===== src/rtl/cmp_relation_filter_if.sv =====
// Bus between the magnitude comparator and the relation filter.
// The master drives the comparator triplet and controls; the slave returns the filtered relation.
interface cmp_relation_filter_if #(
  parameter int CNT_W = 8
);
  logic             clear;
  logic             in_valid;
  logic             eq_in;
  logic             agt_in;
  logic             bgt_in;
  logic [1:0]       rel_out;
  logic             rel_valid;
  logic             rel_change;
  logic             err_pulse;
  logic [CNT_W-1:0] change_count;

  modport master (
    output clear, in_valid, eq_in, agt_in, bgt_in,
    input  rel_out, rel_valid, rel_change, err_pulse, change_count
  );

  modport slave (
    input  clear, in_valid, eq_in, agt_in, bgt_in,
    output rel_out, rel_valid, rel_change, err_pulse, change_count
  );
endinterface


===== src/rtl/cmp_relation_filter.sv =====
// Debounces the comparator's one-hot relation: a relation is accepted only after
// STABLE_CNT consecutive identical legal samples, with change/error pulses and a change counter.
module cmp_relation_filter #(
  parameter int STABLE_CNT = 4,
  parameter int CNT_W      = 8
) (
  input logic                  clk,
  input logic                  rst_n,
  cmp_relation_filter_if.slave bus
);

  typedef enum logic {
    UNLOCKED = 1'b0,
    LOCKED   = 1'b1
  } state_t;

  localparam logic [1:0] REL_NONE   = 2'b00;
  localparam logic [7:0] STABLE_MAX = 8'(STABLE_CNT);

  state_t           state_q, state_d;
  logic [1:0]       cand_q, cand_d;
  logic [7:0]       run_cnt_q, run_cnt_d;
  logic [1:0]       rel_out_q, rel_out_d;
  logic             rel_valid_q, rel_valid_d;
  logic             rel_change_q, rel_change_d;
  logic             err_pulse_q, err_pulse_d;
  logic [CNT_W-1:0] change_count_q, change_count_d;

  logic             legal;
  logic [1:0]       code;

  // Exactly one input high: odd parity excludes 0 and 2, the AND excludes 3.
  assign legal = (bus.eq_in ^ bus.agt_in ^ bus.bgt_in) &
                 ~(bus.eq_in & bus.agt_in & bus.bgt_in);

  always_comb begin
    code = 2'b00;
    if (bus.eq_in)       code = 2'b01;
    else if (bus.agt_in) code = 2'b10;
    else if (bus.bgt_in) code = 2'b11;
  end

  always_comb begin
    state_d        = state_q;
    cand_d         = cand_q;
    run_cnt_d      = run_cnt_q;
    rel_out_d      = rel_out_q;
    rel_valid_d    = rel_valid_q;
    rel_change_d   = 1'b0;
    err_pulse_d    = 1'b0;
    change_count_d = change_count_q;

    if (bus.clear) begin
      state_d        = UNLOCKED;
      cand_d         = REL_NONE;
      run_cnt_d      = '0;
      rel_out_d      = REL_NONE;
      rel_valid_d    = 1'b0;
      change_count_d = '0;
    end else if (bus.in_valid) begin
      if (!legal) begin
        err_pulse_d = 1'b1;
        cand_d      = REL_NONE;
        run_cnt_d   = '0;
      end else begin
        if (code == cand_q) begin
          run_cnt_d = (run_cnt_q >= STABLE_MAX) ? STABLE_MAX : run_cnt_q + 8'd1;
        end else begin
          cand_d    = code;
          run_cnt_d = 8'd1;
        end
        // Saturated runs matching the held relation must not re-trigger acceptance.
        if (run_cnt_d == STABLE_MAX && (state_q == UNLOCKED || cand_d != rel_out_q)) begin
          state_d        = LOCKED;
          rel_out_d      = cand_d;
          rel_valid_d    = 1'b1;
          rel_change_d   = 1'b1;
          change_count_d = change_count_q + 1'b1;
        end
      end
    end
  end

  always_ff @(posedge clk or negedge rst_n) begin
    if (!rst_n) begin
      state_q        <= UNLOCKED;
      cand_q         <= REL_NONE;
      run_cnt_q      <= '0;
      rel_out_q      <= REL_NONE;
      rel_valid_q    <= 1'b0;
      rel_change_q   <= 1'b0;
      err_pulse_q    <= 1'b0;
      change_count_q <= '0;
    end else begin
      state_q        <= state_d;
      cand_q         <= cand_d;
      run_cnt_q      <= run_cnt_d;
      rel_out_q      <= rel_out_d;
      rel_valid_q    <= rel_valid_d;
      rel_change_q   <= rel_change_d;
      err_pulse_q    <= err_pulse_d;
      change_count_q <= change_count_d;
    end
  end

  assign bus.rel_out      = rel_out_q;
  assign bus.rel_valid    = rel_valid_q;
  assign bus.rel_change   = rel_change_q;
  assign bus.err_pulse    = err_pulse_q;
  assign bus.change_count = change_count_q;

endmodule


===== src/flat_wrapper.sv =====
// flat-port wrapper written by rule: the top's interface ports become plain ports
module cmp_relation_filter_flat 
#(
  parameter int STABLE_CNT = 4,
  parameter int CNT_W      = 8
)
  (clk, rst_n, bus_clear, bus_in_valid, bus_eq_in, bus_agt_in, bus_bgt_in, bus_rel_out, bus_rel_valid, bus_rel_change, bus_err_pulse, bus_change_count);
  cmp_relation_filter_if #(.CNT_W(CNT_W)) bus_i ();
  input logic clk;
  input logic rst_n;
  input wire logic [$bits(bus_i.clear)-1:0] bus_clear;
  input wire logic [$bits(bus_i.in_valid)-1:0] bus_in_valid;
  input wire logic [$bits(bus_i.eq_in)-1:0] bus_eq_in;
  input wire logic [$bits(bus_i.agt_in)-1:0] bus_agt_in;
  input wire logic [$bits(bus_i.bgt_in)-1:0] bus_bgt_in;
  output wire logic [$bits(bus_i.rel_out)-1:0] bus_rel_out;
  output wire logic [$bits(bus_i.rel_valid)-1:0] bus_rel_valid;
  output wire logic [$bits(bus_i.rel_change)-1:0] bus_rel_change;
  output wire logic [$bits(bus_i.err_pulse)-1:0] bus_err_pulse;
  output wire logic [$bits(bus_i.change_count)-1:0] bus_change_count;
  assign bus_i.clear = bus_clear;
  assign bus_i.in_valid = bus_in_valid;
  assign bus_i.eq_in = bus_eq_in;
  assign bus_i.agt_in = bus_agt_in;
  assign bus_i.bgt_in = bus_bgt_in;
  assign bus_rel_out = bus_i.rel_out;
  assign bus_rel_valid = bus_i.rel_valid;
  assign bus_rel_change = bus_i.rel_change;
  assign bus_err_pulse = bus_i.err_pulse;
  assign bus_change_count = bus_i.change_count;
  cmp_relation_filter #(.STABLE_CNT(STABLE_CNT), .CNT_W(CNT_W)) u_core (.clk(clk), .rst_n(rst_n), .bus(bus_i));
endmodule

===== config.mk =====
export PLATFORM = sky130hd
export DESIGN_NAME = cmp_relation_filter_flat
export DESIGN_NICKNAME = d
export VERILOG_FILES = /design/src/rtl/cmp_relation_filter_if.sv /design/src/rtl/cmp_relation_filter.sv /design/src/flat_wrapper.sv
export SDC_FILE = /design/constraint.sdc
export NUM_CORES = 1
export LEC_CHECK = 0
export CORE_ASPECT_RATIO = 0.9
export CORE_UTILIZATION = 40
export CTS_CLUSTER_DIAMETER = 30
export CTS_CLUSTER_SIZE = 8
export DETAILED_ROUTE_END_ITERATION = 16
export SLEW_MARGIN = 15
export SYNTH_ARGS = -nofsm -noshare
export SYNTH_HDL_FRONTEND = slang
export SYNTH_SLANG_ARGS = --single-unit

===== constraint.sdc =====
create_clock -name clk -period 5.65 [get_ports clk]
set_clock_uncertainty 0.15 [all_clocks]
set_input_delay 0.8475 -clock clk [delete_from_list [all_inputs] [get_ports clk]]
set_output_delay 0.8475 -clock clk [all_outputs]
set_load 0.1 [all_outputs]

==> results.py, run 1 <==
metrics = {
    "outcome": {
        "status": "finished, final reports clean",
    },
    "global_routing": {
        "grt_use_total_pct": 15.6,
        "grt_max_degree": 24,
        "overflow": 0,
        "grt_pass1_wl_mm": 3.76,
        "grt_pass1_vias": 833,
        "antenna_found_initial": 0,
    },
    "timing": {
        "rsz0062_at_grt": "no",
        "slew_violations": 0,
        "tightest_slew_ns": 0.967,
        "relSlewSlack_pct": 35.3,
        "hold_viol_final": 0,
        "max_freq_mhz": 284,
        "timing.final.crit_share_pct": 62.4,
        "fin_crit_ns": 3.52,
        "fin_setup_tns_ns": 0,
        "setup_viol": 0,
    },
    "setup_path": {
        "cp_slowest_cell": "clkdlybuf4s50_1",
        "required_ns": 5.72,
        "startpoint_type": "primary input",
        "r2r_slack_ns": 3.16,
        "setup.worst_path.end_class": "register",
        "crit_arrival_ns": 3.59,
        "path_class": "primary input to register",
        "cp_cell_sequence": "clkdlybuf4s50_1, ha_1, nor3b_2, o21ai_0, or4_4, nor4b_2, and3_1, mux2_2",
        "max_stage_delay_ns": 0.67,
        "crit_fanout": 10,
    },
    "logic_synthesis": {
        "ys_async_sr_fraction_pct": 100,
        "synth-edff-count": 0,
        "synth_fp_nets": 137,
        "syn_avg_cell_area_sq_um": 9.86,
        "ys_dominant_reg_cell": "dfrtp_1",
        "ys_seq_elements": 23,
        "syn_area_sq_mm": 0.00124,
        "seq_area_frac_synth_pct": 46.3,
        "netlist_instances": 126,
        "synth_warnings": 0,
        "synth_cell_types": 41,
    },
    "clock_network": {
        "tritoncts": "yes",
        "hold_buffers": 0,
        "clk_latency_ns": 0.31,
        "root_buffer": "clkbuf_4",
        "clkSinkCount": 23,
        "post_cts_resized": 0,
        "cts-buffers-inserted": 3,
        "clk_pin_slew_ns": 0.13,
        "clock_path_buffers": 2,
        "postCtsSetupRepairBufs": 0,
        "cts_max_level": 1,
    },
    "drt": {
        "drtAntennaViolNets": 0,
        "wl_mm": 2.23,
        "drtIter0Drc": 18,
        "vias": 944,
        "wl_per_cell_microns": 12.0,
        "first_pass_iters": 4,
        "post_drt_via_cell_ratio": 5.08,
        "drcViolationCount": 0,
    },
    "power_and_ir_drop": {
        "p_int_uw": 203,
        "ir_worst_vdd_mv": 0.139,
        "seq_power_share_pct": 61.2,
        "p_per_area_mw_per_mm2": 184,
        "p_comb_share_pct": 10.7,
        "switching_share_pct": 25.6,
        "p_leak_nw": 0.627,
        "switchingPower_uw": 70.0,
        "p_clk_share_pct": 28.0,
    },
    "finish": {
        "fin_cells": 186,
        "nNetsFinal": 158,
        "drive_above_1_share_pct": 13.0,
        "area_delta_synth_final_pct": 19.6,
        "diodes": 0,
        "nFillCells": 280,
    },
    "die": {
        "coreArea_sq_mm": 0.00284,
        "die_area_sq_mm": 0.00333,
        "die_w_microns": 60.7,
        "ios": 20,
        "rows": 18,
        "initial_core_util_pct": 43.8,
        "die_y_microns": 54.9,
    },
    "placement": {
        "dp_cells": 182,
        "dp_hpwl_mm": 1.68,
        "port_buffers": 19,
        "routabilityCongestion": 0.699,
    },
    "run": {
        "maxCapViolCount": 0,
    },
    "min_path": {
        "hold_path_class": "primary input to async pin",
    },
}
-- flip-flops by register name (all words and copies together), names as in the netlist --
register and cells:
u_core.bus.rel_out 2, u_core.state_q 1, u_core.run_cnt_q 8, u_core.bus.change_count 8, u_core.cand_q 2, u_core.bus.rel_change 1
u_core.bus.err_pulse 1
-- stage by stage --
step,worst slack (ns),hold slack (ns),instance area (sq um),power (mW),utilization [%]
after floorplan,2.60,0.300,1240,0.189,-
after global placement,1.82,0.320,1460,0.201,51.6
after detailed placement,1.78,0.322,1460,0.201,51.6
after CTS,2.14,0.352,1490,0.279,52.6
after global routing,1.98,0.356,1490,0.288,52.4
final,2.13,0.325,1490,0.273,52.4
-- worst paths after layout --
check / cells after the start / to / start
max: 8 / u_core.bus.change_count[4] / bus_eq_in
min: 1 / u_core.run_cnt_q[4] / rst_n
max reg2reg: 6 / u_core.bus.change_count[4] / u_core.cand_q[1]
min reg2reg: 2 / u_core.run_cnt_q[2] / u_core.run_cnt_q[2]
max in group asynchronous: 1 / u_core.bus.rel_out[0] / rst_n
min in group clk: 2 / u_core.run_cnt_q[2] / u_core.run_cnt_q[2]
-- layout make-up --
type / instances / area, sq um / area share [%]
Tap cell: 40 / 50.0 / 3.37
Sequential cell: 23 / 576 / 38.7
Inverter: 6 / 22.5 / 1.52
Timing Repair Buffer: 19 / 185 / 12.5
Multi-Input combinational cell: 94 / 626 / 42.1
Clock buffer: 3 / 22.5 / 1.52
Clock inverter: 1 / 5.00 / 0.337
-- cell families after synthesis --
family	synth area share [%]
AO/OA/AOI/OAI	9.67
AND/OR/NAND/NOR	32.6
multiplexers	2.62
buffers and inverters	3.32
adder cells (fa/ha/maj)	4.03
XOR/XNOR	1.41
flip-flops	46.3
-- per-layer routing --
layer,track usage [%],part of all wire (%),vias up
met5,0,0,-
met4,3.41,0,0
met3,5.20,4.6,0
met2,24.0,42,22
met1,21.5,53,441
li1,-,-,481
-- cell usage in the layout (no fill, tap or decap), types with 2 or more instances in the layout --
cell	count
o21ai_0	5
nand4_1	2
a21oi_1	6
nor3_1	2
nor4_1	2
and2_1	5
nor3b_1	2
or2_2	2
nand3_1	4
ha_1	4
o31ai_1	3
nand2_1	10
dfrtp_1	23
or3_1	2
nor2b_1	2
nor2_1	18
xnor2_1	2
and3_1	2
and2b_2	2
inv_1	6
clkdlybuf4s50_1	18
clkbuf_4	3
-- power groups by stage --
stage | Combinational [mW] | Clock, mW | Sequential [mW]
2_1_floorplan | 0.0149 | 0 | 0.174
3_3_place_gp | 0.0300 | 0 | 0.171
3_5_place_dp | 0.0303 | 0 | 0.171
4_1_cts | 0.0303 | 0.0813 | 0.168
5_1_grt | 0.0328 | 0.0871 | 0.168
6_report | 0.0293 | 0.0767 | 0.167
-- critical path: cells and delay by family --
kind | cells | cell delay [ns]
buffers and inverters | 1 | 0.67
and+or+nand+nor | 4 | 1.31
adders and majority gates | 1 | 0.32
AOI/OAI and AO/OA | 1 | 0.11
muxes | 1 | 0.32
-- Yosys cell counts, types with 2 or more instances --
cell type | instances | share of area [%]
a21oi_1 | 6 | 2.4
and2_1 | 5 | 2.5
and2b_2 | 2 | 1.4
and3_1 | 2 | 1.0
clkbuf_1 | 2 | 0.60
dfrtp_1 | 23 | 46
ha_1 | 4 | 4.0
inv_1 | 6 | 1.8
nand2_1 | 10 | 3.0
nand3_1 | 4 | 1.6
nand4_1 | 2 | 1.0
nor2_1 | 18 | 5.4
nor2b_1 | 2 | 1.0
nor3_1 | 2 | 0.81
nor3b_1 | 2 | 1.2
nor4_1 | 2 | 1.0
o21ai_0 | 5 | 2.0
o31ai_1 | 3 | 1.8
or2_2 | 2 | 1.0
or3_1 | 2 | 1.0
xnor2_1 | 2 | 1.4
Note: power is estimated with default switching activity, not from simulation.
==> inputs of run 2 (changes only) <==
- clock period: 5.65 -> 3.55 ns (I/O delays scaled with it)
==> results.py, run 2 (synthesized netlist as in run 1, its figures left out) <==
metrics = {
    "timing": {
        "fin_setup_tns_ns": 0,
        "fin_crit_ns": 2.89,
        "max_freq_mhz": 347,
        "rsz0062_at_grt": "no",
        "hold_viol_final": 0,
        "tightest_slew_ns": 1.01,
        "slew_violations": 0,
        "whs_ns": 0.350,
        "setup_viol": 0,
        "relSlewSlack_pct": 32.2,
        "timing.final.crit_share_pct": 81.3,
    },
    "placement": {
        "routabilityCongestion": 0.709,
        "dp_hpwl_mm": 1.91,
        "port_buffers": 19,
    },
    "power_and_ir_drop": {
        "p_leak_nw": 0.648,
        "p_comb_share_pct": 11.5,
        "p_clk_share_pct": 27.5,
        "power.total_uw": 438,
        "p_int_uw": 326,
        "ir_worst_vdd_mv": 0.186,
        "switchingPower_uw": 112,
        "switching_share_pct": 25.5,
        "seq_power_share_pct": 60.9,
        "p_per_area_mw_per_mm2": 288,
    },
    "min_path": {
        "hold_path_class": "register to register",
        "whs_path_depth": 1,
    },
    "clock_network": {
        "root_buffer": "clkbuf_4",
        "clk_latency_ns": 0.31,
        "postCtsSetupRepairBufs": 0,
        "tritoncts": "yes",
        "cts_max_level": 1,
        "cts-buffers-inserted": 3,
        "clock_path_buffers": 2,
        "hold_buffers": 0,
        "post_cts_resized": 0,
        "clkSinkCount": 23,
        "clk_pin_slew_ns": 0.13,
    },
    "setup_path": {
        "cp_cell_sequence": "clkdlybuf4s50_1, ha_1, nor3b_2, o21ai_0, or4_4, or3_4, or3_1, a21oi_1",
        "max_stage_delay_ns": 0.52,
        "path_class": "primary input to register",
        "crit_arrival_ns": 2.97,
        "crit_fanout": 4,
        "worstSetupPathDepth": 8,
        "setup.worst_path.end_class": "register",
        "startpoint_type": "primary input",
        "required_ns": 3.64,
        "cp_top_family": "simple AND/OR/NAND/NOR gates",
        "cp_slowest_cell": "or4_4",
        "cp_num_buf_inv": 1,
        "r2r_cells": 6,
    },
    "die": {
        "die_area_sq_mm": 0.00333,
        "die_y_microns": 54.9,
        "rows": 18,
        "coreArea_sq_mm": 0.00284,
        "die_w_microns": 60.7,
        "ios": 20,
        "initial_core_util_pct": 43.8,
    },
    "global_routing": {
        "grt_pass1_vias": 906,
        "grt_pass1_wl_mm": 4.15,
        "overflow": 0,
        "grt_use_total_pct": 17.3,
        "grt_max_degree": 24,
        "antenna_found_initial": 0,
    },
    "drt": {
        "first_pass_iters": 4,
        "drtIter0Drc": 41,
        "post_drt_via_cell_ratio": 5.25,
        "drtAntennaViolNets": 0,
        "wl_mm": 2.58,
        "vias": 997,
        "drcViolationCount": 0,
        "wl_per_cell_microns": 13.6,
    },
    "finish": {
        "register_area_sq_um": 576,
        "diodes": 0,
        "drive_above_1_share_pct": 14.7,
        "nFillCells": 282,
        "area_delta_synth_final_pct": 22.5,
        "nNetsFinal": 162,
        "final_cell_mix": "23 x dfrtp_1, 19 x clkdlybuf4s50_1, 18 x nor2_1, 10 x nand2_1",
        "layout_commonest_cell": "dfrtp_1",
        "multi_input_area_sq_um": 626,
    },
    "run": {
        "maxCapViolCount": 0,
    },
    "outcome": {
        "status": "finished, final reports clean",
    },
}
-- run 2: cell count changes in the layout (fill, tap and decap cells not counted) --
cell,before,now
buf_4,0,4
clkdlybuf4s50_1,18,19
buf_2,1,0
-- run 2: worst paths after layout --
check,start,to,slack [ns]
min reg2reg,u_core.run_cnt_q[3],u_core.run_cnt_q[3],0.35
min in group asynchronous,rst_n,u_core.run_cnt_q[5],0.61
min,u_core.run_cnt_q[3],u_core.run_cnt_q[3],0.35
max reg2reg,u_core.run_cnt_q[5],u_core.bus.change_count[4],1.15
max in group asynchronous,rst_n,u_core.bus.change_count[0],2.02
max,bus_agt_in,u_core.bus.change_count[7],0.66
-- run 2: per-stage QoR --
step / instance area (sq um) / util [%] / setup slack [ns] / instances
floorplan: 1240 / - / 0.750 / 126
global placement: 1490 / 52.6 / 0.397 / 186
detailed placement: 1490 / 52.6 / 0.331 / 186
CTS: 1520 / 53.6 / 0.654 / 190
global route: 1520 / 53.6 / 0.517 / 190
finish: 1520 / 53.6 / 0.664 / 190
-- run 2: area by class of cell --
| type | instances | area share, % |
|---|---|---|
| repair buffers | 23 | 14.5 |
| multi-input cells | 94 | 41.1 |
| clock inverters | 1 | 0.329 |
| inverters | 6 | 1.48 |
| well taps | 40 | 3.29 |
| flip-flops and latches | 23 | 37.8 |
| clock buffers | 3 | 1.48 |
-- run 2: worst register-to-register path: cells and delay by family, from the launching register on --
family	cells	cell delay [ns]
flip-flops	1	0.41
multiplexers	1	0.28
AND/OR/NAND/NOR	5	1.46
-- run 2: power groups by stage --
stage	sequential, mW	clock (mW)	combinational [mW]
after floorplan	0.276	0	0.0237
after global routing	0.267	0.139	0.0554
after global placement	0.272	0	0.0494
after CTS	0.267	0.126	0.0507
final	0.267	0.120	0.0504
after detailed placement	0.272	0	0.0503
-- run 2: layer usage --
layer  track usage [%]  part of all wire [%]  wire length (microns)
met1              23.8                    49                   1270
met2              27.3                    46                   1180
met3              4.96                   4.5                    115
met4              3.41                  0.50                     13
met5                 0                     0                      0
